$ cat src/rtl/alu_exec_sequencer.sv
// Multi-cycle execute sequencer wrapped around the combinational 16-bit ALU.
// Holds an 8-entry register file, issues operands to the ALU and retires results.
module alu_exec_sequencer #(
    parameter int DATA_W = 16
) (
    input  logic              clk,
    input  logic              rst_n,
    input  logic              instr_valid,
    output logic              instr_ready,
    input  logic [15:0]       instr,
    output logic [DATA_W-1:0] alu_op1,
    output logic [DATA_W-1:0] alu_op2,
    output logic [3:0]        alu_func,
    input  logic [DATA_W-1:0] alu_result,
    input  logic              alu_zf,
    output logic              zf,
    output logic              done,
    output logic              err,
    input  logic [2:0]        dbg_addr,
    output logic [DATA_W-1:0] dbg_data
);

    typedef enum logic [1:0] {
        IDLE = 2'd0,
        READ = 2'd1,
        EXEC = 2'd2,
        DONE = 2'd3
    } state_t;

    localparam logic [3:0] OP_LDI = 4'h8;

    state_t            state_q, state_d;
    logic [15:0]       ir_q, ir_d;
    logic [DATA_W-1:0] rf_q [8];
    logic [DATA_W-1:0] op1_q, op1_d;
    logic [DATA_W-1:0] op2_q, op2_d;
    logic [3:0]        func_q, func_d;
    logic              zf_q, zf_d;
    logic              err_q, err_d;

    logic              rf_we;
    logic [2:0]        rf_waddr;
    logic [DATA_W-1:0] rf_wdata;

    logic [3:0]        ir_op;
    logic [2:0]        ir_rd, ir_rs1, ir_rs2;
    logic [8:0]        ir_imm9;
    logic              is_alu, is_ldi;

    assign ir_op   = ir_q[15:12];
    assign ir_rd   = ir_q[11:9];
    assign ir_rs1  = ir_q[8:6];
    assign ir_rs2  = ir_q[5:3];
    assign ir_imm9 = ir_q[8:0];
    assign is_alu  = ~ir_op[3];
    assign is_ldi  = (ir_op == OP_LDI);

    always_comb begin
        // NOTE: every signal gets a default first so no path leaves one unassigned (no latches).
        state_d  = state_q;
        ir_d     = ir_q;
        op1_d    = op1_q;
        op2_d    = op2_q;
        func_d   = func_q;
        zf_d     = zf_q;
        err_d    = err_q;
        rf_we    = 1'b0;
        rf_waddr = ir_rd;
        rf_wdata = alu_result;

        unique case (state_q)
            IDLE: begin
                if (instr_valid) begin
                    ir_d    = instr;
                    err_d   = 1'b0;
                    state_d = READ;
                end
            end
            READ: begin
                // Operands are captured here, before any EXEC writeback, so rd aliasing rs uses old data.
                if (is_alu) begin
                    op1_d   = rf_q[ir_rs1];
                    op2_d   = rf_q[ir_rs2];
                    func_d  = ir_op;
                    state_d = EXEC;
                end else if (is_ldi) begin
                    rf_we    = 1'b1;
                    rf_wdata = DATA_W'(ir_imm9);
                    state_d  = DONE;
                end else begin
                    err_d   = 1'b1;
                    state_d = DONE;
                end
            end
            EXEC: begin
                rf_we    = 1'b1;
                rf_wdata = alu_result;
                zf_d     = alu_zf;
                state_d  = DONE;
            end
            DONE: begin
                state_d = IDLE;
            end
            default: begin
                state_d = IDLE;
            end
        endcase
    end

    always_ff @(posedge clk or negedge rst_n) begin
        if (!rst_n) begin
            state_q <= IDLE;
            ir_q    <= '0;
            op1_q   <= '0;
            op2_q   <= '0;
            func_q  <= '0;
            zf_q    <= 1'b0;
            err_q   <= 1'b0;
        end else begin
            state_q <= state_d;
            ir_q    <= ir_d;
            op1_q   <= op1_d;
            op2_q   <= op2_d;
            func_q  <= func_d;
            zf_q    <= zf_d;
            err_q   <= err_d;
        end
    end

    // NOTE: the register file is small and architecturally zero after reset, so it is built from
    // resettable flops rather than an inferred RAM.
    always_ff @(posedge clk or negedge rst_n) begin
        if (!rst_n) begin
            for (int i = 0; i < 8; i++) begin
                rf_q[i] <= '0;
            end
        end else if (rf_we) begin
            rf_q[rf_waddr] <= rf_wdata;
        end
    end

    assign instr_ready = (state_q == IDLE);
    assign done        = (state_q == DONE);
    assign err         = (state_q == DONE) & err_q;
    assign alu_op1     = op1_q;
    assign alu_op2     = op2_q;
    assign alu_func    = func_q;
    assign zf          = zf_q;
    assign dbg_data    = rf_q[dbg_addr];

endmodule

$ cat config.mk
export PLATFORM = sky130hd
export DESIGN_NAME = alu_exec_sequencer
export DESIGN_NICKNAME = d
export VERILOG_FILES = /design/src/rtl/alu_exec_sequencer.sv
export SDC_FILE = /design/constraint.sdc
export NUM_CORES = 1
export LEC_CHECK = 0
export CORE_MARGIN = 1
export CORE_UTILIZATION = 35
export DETAILED_ROUTE_END_ITERATION = 12
export GPL_ROUTABILITY_DRIVEN = 1
export SYNTH_ARGS = -nofsm -noshare
export SYNTH_HDL_FRONTEND = slang
export SYNTH_SLANG_ARGS = --single-unit
$ cat constraint.sdc
create_clock -name clk -period 3.1 [get_ports clk]
set_clock_uncertainty 0.05 [all_clocks]
set_input_delay 0.775 -clock clk [delete_from_list [all_inputs] [get_ports clk]]
set_output_delay 0.775 -clock clk [all_outputs]
set_load 0.01 [all_outputs]
==> impl_metrics.csv <==
group,metric,value,unit
detailed_routing,via_per_inst,5.56,
yosys,ys_ff_latch,183,
min_path,holdCritPathClass,"in2async",
timing,tightest_slew,0.962,ns
finish,final_util,43.7,%
floorplan,initial_core_util,35.6,%
finish,syn_to_final_growth,22.7,%
finish,final_cell_area,12200,um2
detailed_routing,drc_errors,0,
timing,relSlewSlack,35.9,%
clocking,cts_sinks,183,
yosys,seq_area_frac_synth,46.2,%
floorplan,num_rows,61,
grt,grt-ovfl-total,0,
pwr,clock_power_share,19.6,%
worst_setup_path,setup.worst_path.start_class,"input pin",
worst_setup_path,crit_required,2.27,ns
detailed_routing,wire_per_inst,23.6,um
grt,track_usage,19.5,%
timing,fin_setup_tns,0,ns
status,status,"finished, final reports clean",
pwr,p_leak,5.24,nW
timing,period_share,97.6,%
clocking,cts_htree_levels,4,
worst_setup_path,reg2reg_slack,0.69,ns
detailed_routing,ant_nets,0,
worst_setup_path,r2r-end,"rf_q[14]",
yosys,synth-edff-count,0,
timing,slew_violations,0,
pwr,pwr_density_cell,1020,nW/um2
yosys,synth_area_leaders,"dfrtp_1 (46%), mux4_2 (22%), mux2_2 (16%)",
clocking,hold_buffers,0,
timing,hold_slack,0.290,ns
worst_setup_path,cp-end-kind,"primary output",
grt,grt_pass1_vias,6841,
yosys,syn_nets,698,
clocking,numCtsBuffers,17,
finish,num_antenna_cells,0,
timing,hold_violations,0,
yosys,synth.distinct_cells,31,
worst_setup_path,worstReg2RegStart,"ir_q[14]",
yosys,avgSynthCellArea,15.1,um2
grt,grt_max_degree,65,
yosys,synthArstFlopShare,100,%
worst_setup_path,worst_ep_arrival_time,2.20,ns
floorplan,dieArea,29000,um2
floorplan,pin_count,95,
yosys,netlist_area,9920,um2
clocking,clkLatencyLatePin,0.43,ns
timing,post-route-min-period,3.03,ns
pwr,seqPwrFrac,37.6,%
clocking,cts_buffer_depth,2,
yosys,synth_most_common_cell,"dfrtp_1",
worst_setup_path,path_class,"in2out",
detailed_routing,drtIter0Drc,508,
timing,max_freq,0.330,GHz
yosys,syn_inst,655,
floorplan,core_area,27900,um2
place,place_area,11300,um2
yosys,synth_ff_type,"dfrtp_1",
yosys,yosysTopAreaCell,"dfrtp_1",
detailed_routing,vias,6345,
yosys,yosysWarnings,0,
detailed_routing,firstDrtPassIters,5,
place,place_hpwl,17400,um
grt,antenna_found_initial,1,
floorplan,fp.dieW,170,um
finish,layout-drive-gt1-share,43.2,%
yosys,synth_top_area_share,46.2,%
floorplan,die_h,170,um
worst_setup_path,cp_max_fo,10,
pwr,p_int,8.19,mW
worst_setup_path,r2r_cells,5,
pwr,ir_drop,430,uV
pwr,swShare,34.1,%
timing,setup-violations-final,0,
clocking,ctsRootBufferMaster,"clkbuf_16",
detailed_routing,drt-total-wl,27000,um
yosys,synth_common_cells,"dfrtp_1 (183), mux2_2 (145), mux4_2 (96), nand2_1 (37), o21ai_0 (34)",
pwr,p_comb_share,42.8,%
clocking,cts_tree,"yes",
place,io_buffer_count,93,
place,gp_congestion,0.751,
finish,fin_nets,794,
pwr,p_sw,4.25,mW
job,maxCapViolCount,0,
clocking,path_clk_slew,0.07,ns
timing,rsz0062_at_grt,"no",
grt,grt_first_pass_wirelength,41600,um
[what timing repair did]
item | 4_1_cts | 5_1_grt
cloned | 2 | 1
setup endpoints to repair | 16 | 3
resized for setup | 27 | 1
buffers inserted | 3 | 8
[through the flow]
step | worst slack, ns | std cells | power, mW
5_1_grt | 0.0377 | 1142 | 13.2
6_report | 0.0733 | 1142 | 12.4
2_1_floorplan | 0.170 | 655 | 8.18
4_1_cts | 0.00514 | 1133 | 12.5
3_5_place_dp | -0.455 | 1096 | 10.1
3_3_place_gp | -0.431 | 1096 | 9.86
[cell families (layout without fill, tap and decap cells)]
logic type | Yosys count | in the layout | synth area share (%)
simple gates | 65 | 65 | 3.96
other cells | 1 | 1 | 0.0378
mux | 273 | 273 | 41.5
compound gates | 67 | 67 | 4.49
buf+inv | 62 | 171 | 3.32
flops | 183 | 183 | 46.2
fa+ha+maj | 4 | 4 | 0.505
[registers in the layout, summed over array words and instances, names as in the netlist]
signal,flops
alu_op1,16
err_q,1
rf_q,128
alu_op2,16
ir_q,16
state_q,2
zf,1
alu_func,3
[how the worst max path moves through the flow]
stage | depth (start not counted) | slack, ns | to | from
floorplan | 4 | 0.17 | dbg_data[0] | dbg_addr[0]
global placement | 5 | -0.43 | dbg_data[2] | dbg_addr[1]
detailed placement | 5 | -0.45 | dbg_data[13] | dbg_addr[1]
CTS | 5 | 0.005 | dbg_data[9] | dbg_addr[2]
global route | 5 | 0.04 | dbg_data[11] | dbg_addr[0]
finish | 5 | 0.07 | dbg_data[11] | dbg_addr[0]
[cell usage in the layout, fill, tap and decap left out, types with 2 or more instances in the layout]
master,instances
clkdlybuf4s50_1,73
clkbuf_16,18
o21ai_0,34
nor2_1,3
nand3_2,2
and2_1,8
buf_6,4
mux2i_1,32
a22o_1,28
and4_1,2
dfrtp_2,4
a21oi_1,3
clkinv_4,2
dlygate4sd2_1,16
bufinv_16,5
buf_12,9
buf_16,2
mux2_2,145
clkinv_2,2
buf_4,28
nand2_1,37
dfrtp_1,179
nand4b_4,3
nand2b_1,2
inv_1,3
clkbuf_8,3
ha_1,4
mux4_2,96
nor3_1,2
[worst max-delay path, stage by stage]
cell and delay (ns):
buf_8 0.15, buf_12 0.17, mux4_2 0.51, mux2_2 0.30
dlygate4sd2_1 0.29
[power groups by stage]
stage               clock [mW]  sequential [mW]  combinational [mW]
finish                    2.44             4.67                5.33
global route              2.59             4.83                5.75
CTS                       2.50             4.65                5.39
detailed placement           0             4.69                5.44
global placement             0             4.56                5.30
floorplan                    0             4.11                4.06
[cell type report]
type	count	area, um2
clock buffer	21	470
clock inverter	11	194
fill	2476	15700
inverter	3	11.3
multi-input combinational	410	5010
sequential	183	4580
tap	378	473
timing repair buffer	136	1430
[layer usage]
layer | share of wire (%) | GRT usage [%] | vias up
met5 | 0 | 0 | -
met4 | 2.1 | 6.85 | 0
met3 | 4.7 | 3.60 | 36
met2 | 51 | 33.5 | 203
met1 | 42 | 24.6 | 3378
li1 | - | - | 2728
Power figures use the tool's default switching activity.
